[src/rtl/nmi_bus_guard.sv]
// nmi_bus_guard: registered slice from the SERV merged memory port to the
// native memory interface (NMI). Each strobe becomes one valid/ready
// transaction and is completed upstream with a one-cycle registered ack.
// Optional watchdog: define NMI_BUS_GUARD_TIMEOUT_EN to abort stalled
// transactions after TIMEOUT valid cycles, returning ERR_DATA and latching
// a sticky error flag plus the faulting address.
module nmi_bus_guard #(
  parameter int          TIMEOUT  = 255,
  parameter logic [31:0] ERR_DATA = 32'hDEAD_BEEF
) (
  input  logic        clk_i,
  input  logic        rst_i,
  input  logic [31:0] wb_adr_i,
  input  logic [31:0] wb_dat_i,
  input  logic [3:0]  wb_sel_i,
  input  logic        wb_we_i,
  input  logic        wb_stb_i,
  output logic [31:0] wb_rdt_o,
  output logic        wb_ack_o,
  output logic        nmi_valid_o,
  output logic [31:0] nmi_addr_o,
  output logic [31:0] nmi_wdata_o,
  output logic [3:0]  nmi_wstrb_o,
  input  logic [31:0] nmi_rdata_i,
  input  logic        nmi_ready_i,
  input  logic        err_clr_i,
  output logic        err_o,
  output logic [31:0] err_addr_o
);

  localparam logic [1:0] S_IDLE = 2'd0;
  localparam logic [1:0] S_REQ  = 2'd1;
  localparam logic [1:0] S_ACK  = 2'd2;

  logic [1:0]  state_q, state_d;
  logic        valid_q, valid_d;
  logic        ack_q, ack_d;
  logic [31:0] rdt_q, rdt_d;
  logic [31:0] addr_q, addr_d;
  logic [31:0] wdata_q, wdata_d;
  logic [3:0]  wstrb_q, wstrb_d;

`ifdef NMI_BUS_GUARD_TIMEOUT_EN
  localparam int CW = $clog2(TIMEOUT + 1);
  localparam logic [CW-1:0] CNT_LAST = CW'(TIMEOUT - 1);

  logic [CW-1:0] cnt_q, cnt_d;
  logic          err_q, err_d;
  logic          err_set;
  logic [31:0]   err_addr_q, err_addr_d;
`endif

  // Next-state logic for the transaction FSM and its captured fields.
  always_comb begin
    state_d = state_q;
    valid_d = valid_q;
    ack_d   = 1'b0;
    rdt_d   = rdt_q;
    addr_d  = addr_q;
    wdata_d = wdata_q;
    wstrb_d = wstrb_q;
`ifdef NMI_BUS_GUARD_TIMEOUT_EN
    cnt_d      = cnt_q;
    err_set    = 1'b0;
    err_addr_d = err_addr_q;
`endif
    case (state_q)
      S_IDLE: begin
        if (wb_stb_i) begin
          addr_d  = wb_adr_i;
          wdata_d = wb_dat_i;
          wstrb_d = wb_we_i ? wb_sel_i : 4'h0;
          valid_d = 1'b1;
          state_d = S_REQ;
`ifdef NMI_BUS_GUARD_TIMEOUT_EN
          cnt_d   = '0;
`endif
        end
      end
      S_REQ: begin
        // Ready takes priority over an expiry in the same cycle.
        if (nmi_ready_i) begin
          rdt_d   = nmi_rdata_i;
          valid_d = 1'b0;
          ack_d   = 1'b1;
          state_d = S_ACK;
        end
`ifdef NMI_BUS_GUARD_TIMEOUT_EN
        else if (cnt_q == CNT_LAST) begin
          rdt_d      = ERR_DATA;
          err_set    = 1'b1;
          err_addr_d = addr_q;
          valid_d    = 1'b0;
          ack_d      = 1'b1;
          state_d    = S_ACK;
        end else begin
          cnt_d = cnt_q + 1'b1;
        end
`endif
      end
      S_ACK: begin
        // Upstream drops strobe after ack, so it is not sampled here.
        state_d = S_IDLE;
      end
      default: begin
        state_d = S_IDLE;
        valid_d = 1'b0;
      end
    endcase
`ifdef NMI_BUS_GUARD_TIMEOUT_EN
    // Set beats clear when both happen together.
    err_d = err_set | (err_q & ~err_clr_i);
`endif
  end

  // Transaction registers with synchronous reset.
  always_ff @(posedge clk_i) begin
    if (rst_i) begin
      state_q <= S_IDLE;
      valid_q <= 1'b0;
      ack_q   <= 1'b0;
      rdt_q   <= '0;
      addr_q  <= '0;
      wdata_q <= '0;
      wstrb_q <= '0;
    end else begin
      state_q <= state_d;
      valid_q <= valid_d;
      ack_q   <= ack_d;
      rdt_q   <= rdt_d;
      addr_q  <= addr_d;
      wdata_q <= wdata_d;
      wstrb_q <= wstrb_d;
    end
  end

`ifdef NMI_BUS_GUARD_TIMEOUT_EN
  // Watchdog counter and sticky error state.
  always_ff @(posedge clk_i) begin
    if (rst_i) begin
      cnt_q      <= '0;
      err_q      <= 1'b0;
      err_addr_q <= '0;
    end else begin
      cnt_q      <= cnt_d;
      err_q      <= err_d;
      err_addr_q <= err_addr_d;
    end
  end

  assign err_o      = err_q;
  assign err_addr_o = err_addr_q;
`else
  // Watchdog absent: error outputs are constant, clear input is a no-op.
  logic unused_cfg;
  assign unused_cfg = ^{err_clr_i, ERR_DATA, 32'(TIMEOUT)};
  assign err_o      = 1'b0;
  assign err_addr_o = '0;
`endif

  assign wb_rdt_o    = rdt_q;
  assign wb_ack_o    = ack_q;
  assign nmi_valid_o = valid_q;
  assign nmi_addr_o  = addr_q;
  assign nmi_wdata_o = wdata_q;
  assign nmi_wstrb_o = wstrb_q;

endmodule
[config.mk]
export PLATFORM = sky130hd
export DESIGN_NAME = nmi_bus_guard
export DESIGN_NICKNAME = d
export VERILOG_FILES = /design/src/rtl/nmi_bus_guard.sv
export SDC_FILE = /design/constraint.sdc
export NUM_CORES = 1
export LEC_CHECK = 0
export CORE_AREA = 2 2 131 133
export DETAILED_ROUTE_END_ITERATION = 16
export DIE_AREA = 0 0 133 135
export HOLD_SLACK_MARGIN = 0.1
export PLACE_DENSITY = 0.71
export SYNTH_ARGS = -nofsm -noshare
export SYNTH_HDL_FRONTEND = slang
export SYNTH_SLANG_ARGS = --single-unit
[constraint.sdc]
create_clock -name clk_i -period 2 [get_ports clk_i]
set_clock_uncertainty 0.05 [all_clocks]
set_input_delay 0.3 -clock clk_i [delete_from_list [all_inputs] [get_ports clk_i]]
set_output_delay 0.3 -clock clk_i [all_outputs]
set_load 0.05 [all_outputs]
## Yosys cells after proc, flatten, opt, wreduce, memory -nomap -nowiden

Cells that the tools add are included.

- Output and inout port bits: 135
- Logic and storage cells: 27
- Flip-flop bits (word level): 104

- Eq/ne operators: 4
- Mux-type cells: 8
- Bitwise logic cells: 2
- Reductions and logical operators: 6

Operators by type and width:

| cell | number |
|---|---|
| $reduce_and A2 Y1 | 3 |
| $mux W2 | 2 |
| $mux W4 | 1 |
| $ne A2 B2 Y1 const B | 2 |
| $pmux W2 S2 | 1 |
| $mux W1 | 3 |
| $pmux W1 S3 | 1 |
| $reduce_and A3 Y1 | 1 |
| $eq A2 B1 Y1 const B | 1 |
| $eq A2 B2 Y1 const B | 1 |
| $logic_not A2 Y1 | 1 |
| $not A1 Y1 | 2 |
| $reduce_or A2 Y1 | 1 |

## Depth between registers and ports, before layout

Gate-level depths: netlist of the first run.

- Depth after elaboration: 3
- Mapped depth: 5
- Gate-level depth less buffers: 2

## Worst setup path after synthesis of the first run

No wires, ideal clock.

- Path type: flip-flop to flip-flop
- From: reg state_q[1]
- To: reg addr_q[11], in the netlist nmi_addr_o[11]
- Data required time: 1.878 ns
- Period minus slack after synthesis: 1.208 ns
- Stages on the path, launching flop included: 6
- Slack: 0.792 ns
- Data arrival time: 1.086 ns
- Cells stage by stage: dfxtp_1 > nor3b_2 > buf_4 > buf_6 > buf_12 > mux2i_1

- Cells in the longest elaborated chain, start to end: 2

Ends and longest elaborated chain:

| what | line | RTL |
|---|---|---|
| start: declaration | 35 | `logic [1:0] state_q, state_d;` |
| start signal: assignment | 127 | `state_q <= state_d;` |
| $logic_not A2 Y1 | 67 | `case (state_q)` |
| $reduce_and A2 Y1 (no source line) | - |  |
| end signal: assignment | 131 | `addr_q <= addr_d;` |
| end: declaration | 39 | `logic [31:0] addr_q, addr_d;` |

Every way passes these cells.
A chain may end at the register's enable or synchronous reset.

## Worst setup path after layout of the first run

- From: reg wdata_q[2], in the netlist nmi_wdata_o[2]
- To: out nmi_wdata_o[2]

RTL lines:

| what | line | RTL |
|---|---|---|
| start: declaration | 40 | `logic [31:0] wdata_q, wdata_d;` |
| start signal: assignment | 132 | `wdata_q <= wdata_d;` |
| end: declaration | 22 | `output logic [31:0] nmi_wdata_o,` |

No word-level cell between the ends.

==> flow_summary.json, run 1 <==
{
  "maxSlewHeadroom_pct": 64.0,
  "crit_required_ns": 1.65,
  "die_area_um2": 18000,
  "place_congestion": 0.701,
  "outcome": "completed",
  "netlist_area_um2": 4880,
  "critPathBufInv": 1,
  "hold_depth": 2,
  "synth_edf_count": 0,
  "synth_cell_type_count": 16,
  "cp-start-kind": "flop",
  "arrival_ns": 1.53,
  "core_um2": 16400,
  "grt-ovfl-total": 0,
  "final_layout_size_suffix_gt1_share_pct": 4.13,
  "fin_area_um2": 7310,
  "io_buffers": 206,
  "peakVddDrop_uv": 372,
  "synth_commonest_cells": "nand2b_1 (199), dfxtp_1 (104), mux2i_1 (100), buf_4 (38), clkbuf_1 (20)",
  "yosys.area.top_type": "dfxtp_1",
  "ys.flop_type": "dfxtp_1",
  "ctsResizeCount": 0,
  "hold_viol": 0,
  "grt_pass1_wl_um": 17900,
  "netlist_instances": 482,
  "htreeDepth": 3,
  "seq_area_um2": 2080,
  "synth_most_common_cell": "nand2b_1",
  "rows": 47,
  "place_hpwl_um": 7820,
  "clk_pin_slew_ns": 0.07,
  "path_cells": "clkdlybuf4s50_1",
  "synthArstFlopShare_pct": 0,
  "placed_cell_area_um2": 7030,
  "cp-end-kind": "output port",
  "fin_crit_sh_pct": 93.8,
  "multi_input_area_um2": 2460,
  "viasPerCell": 4.03,
  "maxCapViolations": 0,
  "clock-sinks": 104,
  "ys_warn_count": 0,
  "drcViolationCount": 0,
  "grt_max_degree": 84,
  "hold_end": "state_q[1]",
  "setup_ws_ns": 0.124,
  "grt_usage_pct": 12.5,
  "p_leak_nw": 2.75,
  "rsz0062_at_grt": "no",
  "hp-start": "rst_i",
  "vias": 3615,
  "critical_path.max_fanout": 2,
  "layout.nets": 779,
  "reg2regPathDepth": 4,
  "crit_family": "buffers and inverters",
  "cts_buffers": 9,
  "cts_setup_buffers": 0,
  "slew_viol_final": 0,
  "wl_um": 11200,
  "seq_area_frac_synth_pct": 42.7,
  "drtIter0Drc": 92,
  "regToRegStartpoint": "state_q[1]",
  "fillCellCount": 1574,
  "period_minus_slack_ns": 1.88,
  "io_pins": 241,
  "hold_buffers": 0,
  "area_delta_synth_final_pct": 49.8,
  "root_buffer": "clkbuf_16",
  "grt_pass1_vias": 3609,
  "fmax_mhz": 533,
  "worstSetupPathType": "reg -> out",
  "synth-seq-cells": 104,
  "routedWlPerCell_um": 12.4,
  "start_util_pct": 29.7,
  "n_antenna_cell": 0,
  "synth.area.top_cells": "dfxtp_1 (43%), nand2b_1 (26%), mux2i_1 (21%)",
  "fin_util_pct": 44.5,
  "synth_area_per_cell_um2": 10.1,
  "ant_nets": 0,
  "final.setup.tns_ns": 0,
  "tightest_slew_ns": 0.538,
  "power_mw": 5.37,
  "cts_tree": "done",
  "clockBufferDepth": 2,
  "r2r_setup_slack_ns": 0.63,
  "worstHoldPathType": "in -> reg",
  "synth_top_cell_area_share_pct": 42.7,
  "r2r-end": "nmi_wdata_o[10]",
  "final-setup-viol-count": 0,
  "place_ws_ns": 0.220,
  "p_per_area_nw_per_um2": 735,
  "clk_latency_ns": 0.35,
  "critPathSlowestCell": "clkdlybuf4s50_1",
  "slowest_delay_ns": 0.83,
  "firstDrtPassIters": 4,
  "antenna_found_initial": 0,
  "die_w_um": 133,
  "die_y_um": 135
}
kinds of logic after synthesis:
group                  Yosys count  synth area share [%]
flip-flops                     104                  42.7
buffers and inverters           67                  9.44
AO/OA/AOI/OAI                    3                 0.487
other                            1                0.0768
AND/OR/NAND/NOR                207                  26.8
multiplexers                   100                  20.5
sequential cells by signal, summed over array words and instances, names as in the netlist:
| register | flops |
|---|---|
| nmi_addr_o | 32 |
| nmi_valid_o | 1 |
| nmi_wdata_o | 32 |
| nmi_wstrb_o | 4 |
| state_q | 2 |
| wb_ack_o | 1 |
| wb_rdt_o | 32 |
placed cells by master, fill, tap and decap left out, types with 2 or more instances in the layout:
master and n:
conb_1 33, buf_12 7, nand3b_1 4, clkdlybuf4s50_1 204, buf_4 4, nand2b_1 199
mux2i_1 100, nor2b_1 2, clkinv_2 3, clkbuf_16 9, dfxtp_1 104
how the worst max path moves through the flow:
| stage | from | to | depth (start not counted) |
|---|---|---|---|
| 2_1_floorplan | state_q[1] | nmi_addr_o[11] | 5 |
| 4_1_cts | nmi_wdata_o[2] | nmi_wdata_o[2] | 1 |
| 3_5_place_dp | wb_stb_i | nmi_wdata_o[8] | 5 |
| 6_report | nmi_wdata_o[2] | nmi_wdata_o[2] | 1 |
| 5_1_grt | nmi_wdata_o[2] | nmi_wdata_o[2] | 1 |
| 3_3_place_gp | wb_stb_i | nmi_wdata_o[7] | 5 |
metrics by stage:
step	hold slack [ns]	std cells
6_report	0.281	898
4_1_cts	0.266	898
3_3_place_gp	0.406	882
3_5_place_dp	0.410	882
2_1_floorplan	0.405	514
5_1_grt	0.284	898
worst register-to-register path: cells and delay by family (launching register included):
kind,cells,cell delay (ns)
buffers and inverters,2,0.43
DFF,1,0.37
and+or+nand+nor,1,0.24
muxes,1,0.21
cell type report:
cell class / instances / share of cell area, %
Multi-Input combinational cell: 343 / 33.7
Timing Repair Buffer: 215 / 30.3
Sequential cell: 104 / 28.5
Tap cell: 220 / 3.77
Clock buffer: 11 / 3.32
Clock inverter: 5 / 0.428
power by group:
part	switching [mW]	internal (mW)	total, mW
registers	0.0652	2.20	2.26
logic	0.847	0.605	1.45
clock network	0.779	0.877	1.66
layer usage:
metal | vias to the layer above | wire (um) | GRT usage [%]
met3 | 13 | 1170 | 5.18
met4 | 0 | 193 | 5.56
met5 | - | 0 | 0
li1 | 1855 | - | -
met2 | 155 | 4700 | 18.7
met1 | 1592 | 5100 | 15.7
(Power assumes the default switching activity.)
==> inputs of run 2 (changes only) <==
--- a/config.mk
+++ b/config.mk
@@ -10,6 +10,7 @@
 export DIE_AREA = 0 0 133 135
 export HOLD_SLACK_MARGIN = 0.1
 export PLACE_DENSITY = 0.71
+export SETUP_SLACK_MARGIN = 0.3
 export SYNTH_ARGS = -nofsm -noshare
 export SYNTH_HDL_FRONTEND = slang
 export SYNTH_SLANG_ARGS = --single-unit
==> run 2 against run 1 <==
Effect of this change:
- non-clock buffer count unchanged
- combinational power shrank 6%
- first-iteration DRC count fell by 2.2%
- critical path type unchanged
==> flow_summary.json, run 2 (synthesis results as in run 1) <==
{
  "crit_required_ns": 1.65,
  "switching_share_pct": 31.9,
  "tightest_slew_ns": 0.531,
  "clockBufferDepth": 2,
  "arrival_ns": 1.25,
  "cts_setup_buffers": 0,
  "critPathSlowestCell": "dlygate4sd2_1",
  "fin_crit_sh_pct": 79.9,
  "fin_util_pct": 43.8,
  "clk_pin_slew_ns": 0.07,
  "hold-worst-slack_ns": 0.280,
  "viasPerCell": 4.01,
  "maxSlewHeadroom_pct": 64.7,
  "antenna_found_initial": 0,
  "area_delta_synth_final_pct": 47.2,
  "comb_power_share_pct": 25.9,
  "worstSetupPathType": "reg -> out",
  "cts_buffers": 9,
  "clock-sinks": 104,
  "netSwitchingPower_mw": 1.68,
  "final.setup.tns_ns": 0,
  "firstDrtPassIters": 6,
  "cp-end-kind": "output port",
  "path_cells": "dlygate4sd2_1",
  "final-setup-viol-count": 0,
  "period_minus_slack_ns": 1.60,
  "place_congestion": 0.701,
  "root_buffer": "clkbuf_16",
  "maxCapViolations": 0,
  "cp-start-kind": "flop",
  "layout.nets": 779,
  "clk_latency_ns": 0.35,
  "p_seq_share_pct": 42.8,
  "core_um2": 16400,
  "clkPwrFrac_pct": 31.3,
  "grt_pass1_vias": 3619,
  "htreeDepth": 3,
  "drcViolationCount": 0,
  "seq_area_um2": 2080,
  "crit_family": "buffers and inverters",
  "io_buffers": 206,
  "routedWlPerCell_um": 12.4,
  "grt_pass1_wl_um": 18000,
  "rsz0062_at_grt": "no",
  "p_int_mw": 3.60,
  "final_cell_mix": "nand2b_1 (199), dfxtp_1 (104), clkdlybuf4s50_1 (103)",
  "io_pins": 241,
  "multi_input_area_um2": 2460,
  "p_per_area_nw_per_um2": 735,
  "grt_usage_pct": 12.5,
  "hold_buffers": 0,
  "peakVddDrop_uv": 369,
  "ant_nets": 0,
  "setup_ws_ns": 0.403,
  "slew_viol_final": 0,
  "die_w_um": 133,
  "fmax_mhz": 626,
  "start_util_pct": 29.7,
  "slowest_delay_ns": 0.55,
  "fillCellCount": 1619,
  "hold_viol": 0,
  "die_area_um2": 18000,
  "rows": 47,
  "place_hpwl_um": 7820,
  "outcome": "completed",
  "p_leak_nw": 3.17,
  "power_mw": 5.28,
  "mostFrequentLayoutCell": "nand2b_1",
  "critPathBufInv": 1,
  "final_layout_size_suffix_gt1_share_pct": 4.13,
  "worstHoldPathType": "in -> reg",
  "grt-ovfl-total": 0,
  "place_ws_ns": 0.220,
  "grt_max_degree": 84,
  "die_y_um": 135,
  "n_antenna_cell": 0,
  "drtIter0Drc": 90,
  "critical_path.max_fanout": 2,
  "cts_tree": "done",
  "wl_um": 11100,
  "vias": 3605
}
## run 2: changes by cell type in the layout (fill, tap and decap cells not counted)
| cell | change |
|---|---|
| dlygate4sd2_1 | +101 |
| clkdlybuf4s50_1 | -101 |
## run 2: final cells by class
type / count / area share [%]
multi-input cells: 343 / 34.3
repair buffers: 215 / 29.0
flip-flops and latches: 104 / 29.0
well taps: 220 / 3.83
clock buffers: 11 / 3.38
clock inverters: 5 / 0.436
## run 2: path summary, 6_finish.rpt
path / startpoint / endpoint / slack (ns) / depth (start not counted)
setup / recovery: nmi_wdata_o[2] / nmi_wdata_o[2] / 0.40 / 1
hold / removal: rst_i / state_q[1] / 0.28 / 2
setup reg to reg: state_q[1] / nmi_wdata_o[10] / 0.63 / 4
hold reg to reg: nmi_addr_o[20] / nmi_addr_o[20] / 0.42 / 2
## run 2: stage by stage
step	instances	cell area, um^2
3_5_place_dp	882	7030
4_1_cts	898	7180
2_1_floorplan	514	5000
6_report	898	7180
3_3_place_gp	882	7030
5_1_grt	898	7180
## run 2: power groups by stage
stage	registers (mW)	logic, mW	clock network, mW
2_1_floorplan	2.74	0.559	0
3_3_place_gp	2.31	1.46	0
3_5_place_dp	2.31	1.46	0
4_1_cts	2.26	1.38	1.75
5_1_grt	2.27	1.45	1.83
6_report	2.26	1.37	1.65
## run 2: routing by layer
metal / global-route usage (%) / vias to the layer above / share of wire, %
met3: 5.18 / 13 / 11
met1: 15.7 / 1580 / 45
met5: 0 / - / 0
li1: - / 1856 / -
met4: 5.56 / 0 / 1.7
met2: 18.8 / 156 / 42
## run 2: timing repair
item / 4_1_cts / 5_1_grt
endpoints found under the hold margin: 0 / 0
endpoints found under the setup margin: 101 / 0
gates resized for setup: 101 / 0
